<file path="src/rtl/uart_tx_pkg.sv">
// Shared types and constants for the UART transmit engine.
package uart_tx_pkg;

  // Frame sequencing states; any other code falls back to IDLE.
  typedef enum logic [2:0] {
    IDLE   = 3'd0,
    START  = 3'd1,
    DATA   = 3'd2,
    PARITY = 3'd3,
    STOP   = 3'd4
  } tx_state_e;

  localparam logic PAR_EVEN = 1'b0;
  localparam logic PAR_ODD  = 1'b1;

  localparam int DATA_WIDTH_MIN = 5;
  localparam int DATA_WIDTH_MAX = 9;

  // Per-frame options latched together with the data word.
  typedef struct packed {
    logic par_en;
    logic par_typ;
    logic stop2;
  } frame_cfg_t;

endpackage

</file>
<file path="src/rtl/uart_tx_parity.sv">
// Parity generator: XOR reduction of the data word with odd/even select.
module uart_tx_parity
  import uart_tx_pkg::*;
#(
  parameter int WIDTH = 8
) (
  input  logic [WIDTH-1:0] data_i,
  input  logic             par_typ_i,
  output logic             parity_o
);

  // Even parity is the plain XOR of the bits; odd parity is its complement.
  always_comb begin
    parity_o = ^data_i;
    if (par_typ_i == PAR_ODD) begin
      parity_o = ~(^data_i);
    end
  end

endmodule

</file>
<file path="src/rtl/uart_tx_engine.sv">
// UART transmit engine: holding buffer, frame FSM, shift register and counters.
module uart_tx_engine
  import uart_tx_pkg::*;
#(
  parameter int DATA_WIDTH = 8
) (
  input  logic                  CLK,
  input  logic                  RST,
  input  logic                  BIT_TICK,
  input  logic [DATA_WIDTH-1:0] P_DATA,
  input  logic                  DATA_VALID,
  input  logic                  PAR_EN,
  input  logic                  PAR_TYP,
  input  logic                  STOP2,
  output logic                  READY,
  output logic                  TX_OUT,
  output logic                  BUSY,
  output logic                  DONE
);

  localparam int CNT_W = (DATA_WIDTH > 1) ? $clog2(DATA_WIDTH) : 1;
  localparam logic [CNT_W-1:0] LAST_BIT = CNT_W'(DATA_WIDTH - 1);

  tx_state_e             state_q, state_d;
  logic [DATA_WIDTH-1:0] shift_q, shift_d;
  logic [CNT_W-1:0]      bit_cnt_q, bit_cnt_d;
  logic                  stop_cnt_q, stop_cnt_d;
  logic                  frm_par_en_q, frm_par_en_d;
  logic                  frm_stop2_q, frm_stop2_d;
  logic                  parity_q, parity_d;
  logic [DATA_WIDTH-1:0] hold_data_q, hold_data_d;
  frame_cfg_t            hold_cfg_q, hold_cfg_d;
  logic                  hold_vld_q, hold_vld_d;
  logic                  tx_out_q, tx_out_d;
  logic                  busy_q, busy_d;
  logic                  done_q, done_d;

  logic                  accept;
  logic                  load;
  logic                  hold_parity;

  uart_tx_parity #(
    .WIDTH(DATA_WIDTH)
  ) u_parity (
    .data_i   (hold_data_q),
    .par_typ_i(hold_cfg_q.par_typ),
    .parity_o (hold_parity)
  );

  // Next-state logic: buffer accept, bit sequencing and frame load on ticks.
  always_comb begin
    state_d      = state_q;
    shift_d      = shift_q;
    bit_cnt_d    = bit_cnt_q;
    stop_cnt_d   = stop_cnt_q;
    frm_par_en_d = frm_par_en_q;
    frm_stop2_d  = frm_stop2_q;
    parity_d     = parity_q;
    hold_data_d  = hold_data_q;
    hold_cfg_d   = hold_cfg_q;
    hold_vld_d   = hold_vld_q;
    done_d       = 1'b0;
    load         = 1'b0;
    accept       = DATA_VALID && !hold_vld_q;

    unique case (state_q)
      IDLE: begin
        if (BIT_TICK && hold_vld_q) begin
          load = 1'b1;
        end
      end
      START: begin
        if (BIT_TICK) begin
          state_d   = DATA;
          bit_cnt_d = '0;
        end
      end
      DATA: begin
        if (BIT_TICK) begin
          if (bit_cnt_q == LAST_BIT) begin
            state_d    = frm_par_en_q ? PARITY : STOP;
            stop_cnt_d = 1'b0;
          end else begin
            shift_d   = shift_q >> 1;
            bit_cnt_d = bit_cnt_q + 1'b1;
          end
        end
      end
      PARITY: begin
        if (BIT_TICK) begin
          state_d    = STOP;
          stop_cnt_d = 1'b0;
        end
      end
      STOP: begin
        if (BIT_TICK) begin
          if (frm_stop2_q && !stop_cnt_q) begin
            stop_cnt_d = 1'b1;
          end else begin
            done_d = 1'b1;
            if (hold_vld_q) begin
              load = 1'b1;
            end else begin
              state_d = IDLE;
            end
          end
        end
      end
      default: begin
        state_d = IDLE;
      end
    endcase

    if (load) begin
      state_d      = START;
      shift_d      = hold_data_q;
      bit_cnt_d    = '0;
      stop_cnt_d   = 1'b0;
      frm_par_en_d = hold_cfg_q.par_en;
      frm_stop2_d  = hold_cfg_q.stop2;
      parity_d     = hold_parity;
      hold_vld_d   = 1'b0;
    end

    if (accept) begin
      hold_data_d        = P_DATA;
      hold_cfg_d.par_en  = PAR_EN;
      hold_cfg_d.par_typ = PAR_TYP;
      hold_cfg_d.stop2   = STOP2;
      hold_vld_d         = 1'b1;
    end

    unique case (state_d)
      START:   tx_out_d = 1'b0;
      DATA:    tx_out_d = shift_d[0];
      PARITY:  tx_out_d = parity_d;
      default: tx_out_d = 1'b1;
    endcase

    busy_d = (state_d != IDLE);
  end

  // State and registered outputs; reset aborts any frame and empties the buffer.
  always_ff @(posedge CLK) begin
    if (RST) begin
      state_q      <= IDLE;
      shift_q      <= '0;
      bit_cnt_q    <= '0;
      stop_cnt_q   <= 1'b0;
      frm_par_en_q <= 1'b0;
      frm_stop2_q  <= 1'b0;
      parity_q     <= 1'b0;
      hold_data_q  <= '0;
      hold_cfg_q   <= '0;
      hold_vld_q   <= 1'b0;
      tx_out_q     <= 1'b1;
      busy_q       <= 1'b0;
      done_q       <= 1'b0;
    end else begin
      state_q      <= state_d;
      shift_q      <= shift_d;
      bit_cnt_q    <= bit_cnt_d;
      stop_cnt_q   <= stop_cnt_d;
      frm_par_en_q <= frm_par_en_d;
      frm_stop2_q  <= frm_stop2_d;
      parity_q     <= parity_d;
      hold_data_q  <= hold_data_d;
      hold_cfg_q   <= hold_cfg_d;
      hold_vld_q   <= hold_vld_d;
      tx_out_q     <= tx_out_d;
      busy_q       <= busy_d;
      done_q       <= done_d;
    end
  end

  assign READY  = !hold_vld_q;
  assign TX_OUT = tx_out_q;
  assign BUSY   = busy_q;
  assign DONE   = done_q;

endmodule

</file>
<file path="config.mk">
export PLATFORM = sky130hd
export DESIGN_NAME = uart_tx_engine
export DESIGN_NICKNAME = d
export VERILOG_FILES = /design/src/rtl/uart_tx_pkg.sv /design/src/rtl/uart_tx_parity.sv /design/src/rtl/uart_tx_engine.sv
export SDC_FILE = /design/constraint.sdc
export NUM_CORES = 1
export LEC_CHECK = 0
export CELL_PAD_IN_SITES_DETAIL_PLACEMENT = 1
export CELL_PAD_IN_SITES_GLOBAL_PLACEMENT = 2
export CORE_UTILIZATION = 36
export CTS_CLUSTER_DIAMETER = 60
export DETAILED_ROUTE_END_ITERATION = 10
export GPL_TIMING_DRIVEN = 0
export PLACE_DENSITY = 0.89
export SYNTH_ARGS = -nofsm -noshare
export SYNTH_HDL_FRONTEND = slang
export SYNTH_HIERARCHICAL = 1
export SYNTH_SLANG_ARGS = --single-unit
</file>
<file path="constraint.sdc">
create_clock -name CLK -period 3.1 [get_ports CLK]
set_input_delay 0.31 -clock CLK [delete_from_list [all_inputs] [get_ports CLK]]
set_output_delay 0.31 -clock CLK [all_outputs]
set_load 0.02 [all_outputs]
</file>
Word level (Yosys, flattened, before mapping)
Index checks and enable logic that the tools add are counted.

word-level totals
  memories = 0
  ROM bits = 0
  logic and storage cells = 89
  output and inout bits = 4
  input bits = 15
  bits in registers = 33
  bits in latches = 0
  memory bits (writable) = 0

cells by class
  reductions and logical operators = 18
  bitwise gates (word level) = 3
  order comparisons = 0
  shifts and indexed selects = 0
  add/subtract/negate cells = 1
  multipliers = 0
  multiplexer cells = 35
  equality and inequality tests = 16
  divide/modulo/power cells = 0

operator list
  operator               number
  $mux W3                12
  $mux W8                4
  $ne A2 B2 Y1 const B   8
  $pmux W3 S5            1
  $mux W1                14
  $eq A3 B2 Y1 const B   4
  $reduce_bool A2 Y1     4
  $reduce_xor A8 Y1      1
  $eq A3 B1 Y1 const B   2
  $eq A3 B3 Y1 const B   2
  $pmux W1 S3            2
  $pmux W3 S2            1
  $reduce_and A6 Y1      1
  $reduce_bool A3 Y1     2
  $reduce_and A4 Y1      1
  $add A3 B1 Y3 const B  1
  $logic_and A1 B1 Y1    3
  $logic_not A3 Y1       1
  $not A1 Y1             3
  $reduce_and A3 Y1      1
  $reduce_or A3 Y1       1
  $logic_not A1 Y1       2
  $pmux W1 S2            1
  $reduce_or A2 Y1       1

Longest topological paths before layout
  word-level depth = 8
  gate-level depth with buffers = 7
  gate-level depth less buffers = 6

Modules after synthesis
The synthesis kept the hierarchy.

modules (own cells, without submodules)
  module          cells each  instances  area each (um^2)  seq. area each (um^2)
  uart_tx_engine  172         1          1,515.2           660.6
  uart_tx_parity  7           1          82.6              0.0

Least setup slack after synthesis
Ideal clock, no wire load.

  path kind = reg-to-reg
  start = register bit_cnt_q[0]
  end = register shift_q[2]
  cell stages (with the launch flop) = 8
  arrival time = 1.520 ns
  path buffers = 1
  required time = 3.012 ns
  setup time = 0.088 ns
  slack = 1.492 ns
  clock period less this slack = 1.608 ns
  cells stage by stage = dfxtp_1 -> ha_1 -> ha_1 -> nor4b_4 -> and2_4 -> buf_8 -> nand2_1 -> a311oi_2

on the way
  longest elaborated chain between the ends = 3

RTL lines
  element                      RTL line               source
  start: declaration           uart_tx_engine.sv:26   logic [CNT_W-1:0] bit_cnt_q, bit_cnt_d;
  start signal: assignment     uart_tx_engine.sv:162  bit_cnt_q <= bit_cnt_d;
  $eq A3 B3 Y1                 uart_tx_engine.sv:80   if (bit_cnt_q == LAST_BIT) begin
  $ne A2 B2 Y1 (no line)       n/a
  $reduce_and A3 Y1 (no line)  n/a
  end signal: assignment       uart_tx_engine.sv:161  shift_q <= shift_d;
  end: declaration             uart_tx_engine.sv:25   logic [DATA_WIDTH-1:0] shift_q, shift_d;

Every way passes these cells.
A chain may end at the register's enable or synchronous reset.

Worst setup path in the final report
  start = register bit_cnt_q[0]
  end = register shift_q[5]

Same word-level chain as after synthesis.

==> summary.txt <==
Run status
  • Status: complete, no violations

Yosys
  • Synth Flop Type: dfxtp_1
  • Leading area contributor after synthesis: dfxtp_1
  • Post-synth top cells: 44 x nand2_1, 33 x dfxtp_1, 17 x nor2_1, 16 x a21oi_1, 7 x a311oi_2
  • Synthesized area: roughly 1600 um2
  • Synth area leaders: dfxtp_1 41%, nand2_1 10%, a311oi_2 6.6%, a21oi_1 5.0%, nor2_1 4.0%
  • Sequential share of the synthesized area: between 40% and 50%
  • Syn Area/Cell: between 8 and 9 um2
  • Synthesized flop and latch total: 33
  • Library cells used by synthesis: 42
  • Synth top area share: just over 40%
  • Post-synth EDFFs: 0
  • Most instantiated library cell after synthesis: nand2_1
  • Cells after Synth: around 180
  • Syn. warnings: 6
  • Post-synth ARST share: 0%
  • Mapped Nets: 196

Clock network
  • CTS sink cnt: 33
  • H-tree depth: 2
  • Clock Tree Buf Depth: 2
  • Clock buffer count from CTS: 5
  • Clock latency on the worst-skew pair: between 0.2 and 0.3 ns
  • CTS root buffer: clkbuf_8
  • Clk slew on worst S/H paths: ~0.070 ns
  • Post-CTS Setup Repair Bufs: 0
  • CTS Hold Bufs: 0
  • # resized after CTS: 0
  • CTS tree: done

Detailed routing
  • DR DRC count: 0
  • Initial drt markers: 74
  • Total wire length: ~3800 um
  • First drt pass iteration count: 4
  • Via Count: 1,306
  • Vias/cell: between 5 and 6
  • Routed Antenna Nets: 0
  • Drt wl/cell: around 15 um

Floorplanning
  • Die boundary width: a little under 70 um
  • Starting Density: between 30% and 40%
  • Row count: 23
  • Die area: about 4700 um2
  • Die height: 68.6 um
  • CORE AREA: a little over 4000 um2
  • IO Count: 19

STA
  • Setup TNS: 0 ns
  • Fin. Hold Viols: 0
  • Slew HR: approximately 64%
  • Minimum clock period: between 1.5 and 2 ns
  • Worst-margin pin slew: ~0.54 ns
  • Layout Skew: approximately 0.0059 ns
  • Setup ws final: about 1.2 ns
  • Setup violators final: 0
  • RSZ-0062 raised after global routing: false
  • Final slew viol count: 0
  • Final period util: 60.1%
  • Achievable Freq: between 500 and 600 MHz

GRT
  • Largest net degree at the start of global routing: 11
  • Overall Global Routing Usage: a little under a fifth
  • Initial antenna violation count: 0
  • Vias in the first global route: approximately 1,300
  • GRT overflow: 0
  • First-pass GRT wire length: around 6300 um

Power
  • Power per standard cell area: between 400 and 500 nW/um2
  • Leakage power: around 0.72 nW
  • Worst vdd rail ir drop: 0.271 mV

Place
  • Port buffer count: 17
  • Pre-CTS setup slack: around 1.1 ns
  • Gpl congestion: 0.719
  • Dpl hpwl: 2900 um

Layout
  • Area occupied by multi-input gates: about 840 um2
  • Number of diodes: 0
  • Layout fillers: around 500
  • Layout cell share with drive strength beyond 1: 13.3%
  • Layout area overhead: 20.0%
  • Final net count: 220
  • Sequential cell area: 661 um2

Setup path
  • Crit Path Class: register to register
  • Worst endpoint required time: between 3 and 4 ns
  • Maximum fanout along the worst path: 10
  • Worst endpoint data arrival time: slightly above 2 ns
  • Setup crit end kind: register
  • Critical Path Start Type: register

Hold path
  • HP Class: register to register

Run
  • Max_cap viols: 0
==> cell usage in the layout (no fill, tap or decap), drive strengths merged <==
master         synthesis  layout
buf                    6       6
o211ai                 1       1
and3b                  1       1
nand3                  3       3
nand4b                 1       1
ha                     2       2
xor2                   1       1
clkdlybuf4s50          0      17
nand2                 44      44
and2                   2       2
o211a                  1       1
o2111a                 1       1
xnor3                  1       1
nor3b                  2       2
or3b                   1       1
or2b                   1       1
nor2                  18      18
a311oi                 7       7
o311a                  1       1
nand4bb                1       1
nand2b                 2       2
o31ai                  1       1
a22oi                  2       2
a31oi                  4       4
dfxtp                 33      33
inv                    4       4
a21oi                 16      16
nand4                  2       2
and4b                  1       1
mux2i                  1       1
clkbuf                 5      12
xnor2                  5       5
nor4b                  2       2
o21ai                  2       2
nor2b                  4       4
==> path summary, 6_finish.rpt <==
kind,cells after the start,start,endpoint,slack (ns)
max,7,bit_cnt_q[0],shift_q[5],1.24
max reg2reg,7,bit_cnt_q[0],shift_q[5],1.24
min reg2reg,2,hold_cfg_q[2],hold_cfg_q[2],0.46
min,2,hold_cfg_q[2],hold_cfg_q[2],0.46
==> stage by stage <==
stage	power, mW	hold slack [ns]	instances	cell area [um2]	util [%]
detailed placement	0.632	0.449	246	1830	44.2
floorplan	0.579	0.426	179	1600	-
finish	0.948	0.457	253	1920	46.3
CTS	0.962	0.459	253	1920	46.3
global placement	0.625	0.443	246	1830	44.2
global route	1.00	0.493	253	1920	46.3
==> per-layer routing <==
metal  up-vias  part of all wire [%]  GRT usage, %
li1        660                     -             -
met1       623                    46          21.6
met2        19                    51          32.6
met3         4                   2.8          5.92
met4         0                  0.77          6.25
met5         -                     0             0
==> registers in the layout, indices dropped and copies added (netlist names), 3 cells and up <==
signal       cells
hold_cfg_q       3
bit_cnt_q        3
state_q          3
shift_q          8
hold_data_q      8
==> cell families (layout without fill, tap and decap cells) <==
logic type                 Yosys count  after routing  share of synthesized area, %
AOI/OAI and AO/OA                   36             36                          17.6
adders and majority gates            2              2                          1.57
and+or+nand+nor                     85             85                          27.7
DFF                                 33             33                          41.3
xor gates and xnor gates             7              7                          5.17
buffers and inverters               15             39                          5.95
muxes                                1              1                         0.626
==> worst max-delay path: stages, from the launching register on <==
cell,delay (ns)
dfxtp_1,0.33
ha_1,0.21
ha_1,0.27
nor4b_4,0.32
and2_4,0.20
buf_8,0.12
nand2_1,0.08
a311oi_2,0.25
==> final cells by class <==
class / count / area share (%)
buffer: 11 / 4.18
clock buffer: 7 / 4.50
inverter: 4 / 0.783
multi-input combinational: 131 / 43.9
sequential: 33 / 34.5
tap: 50 / 3.26
timing repair buffer: 17 / 8.88
==> report_power, final <==
group | internal (mW) | total [mW] | switching, mW
clock network | 0.176 | 0.328 | 0.152
logic | 0.0776 | 0.154 | 0.0764
registers | 0.448 | 0.466 | 0.0186
(Power assumes the default switching activity.)
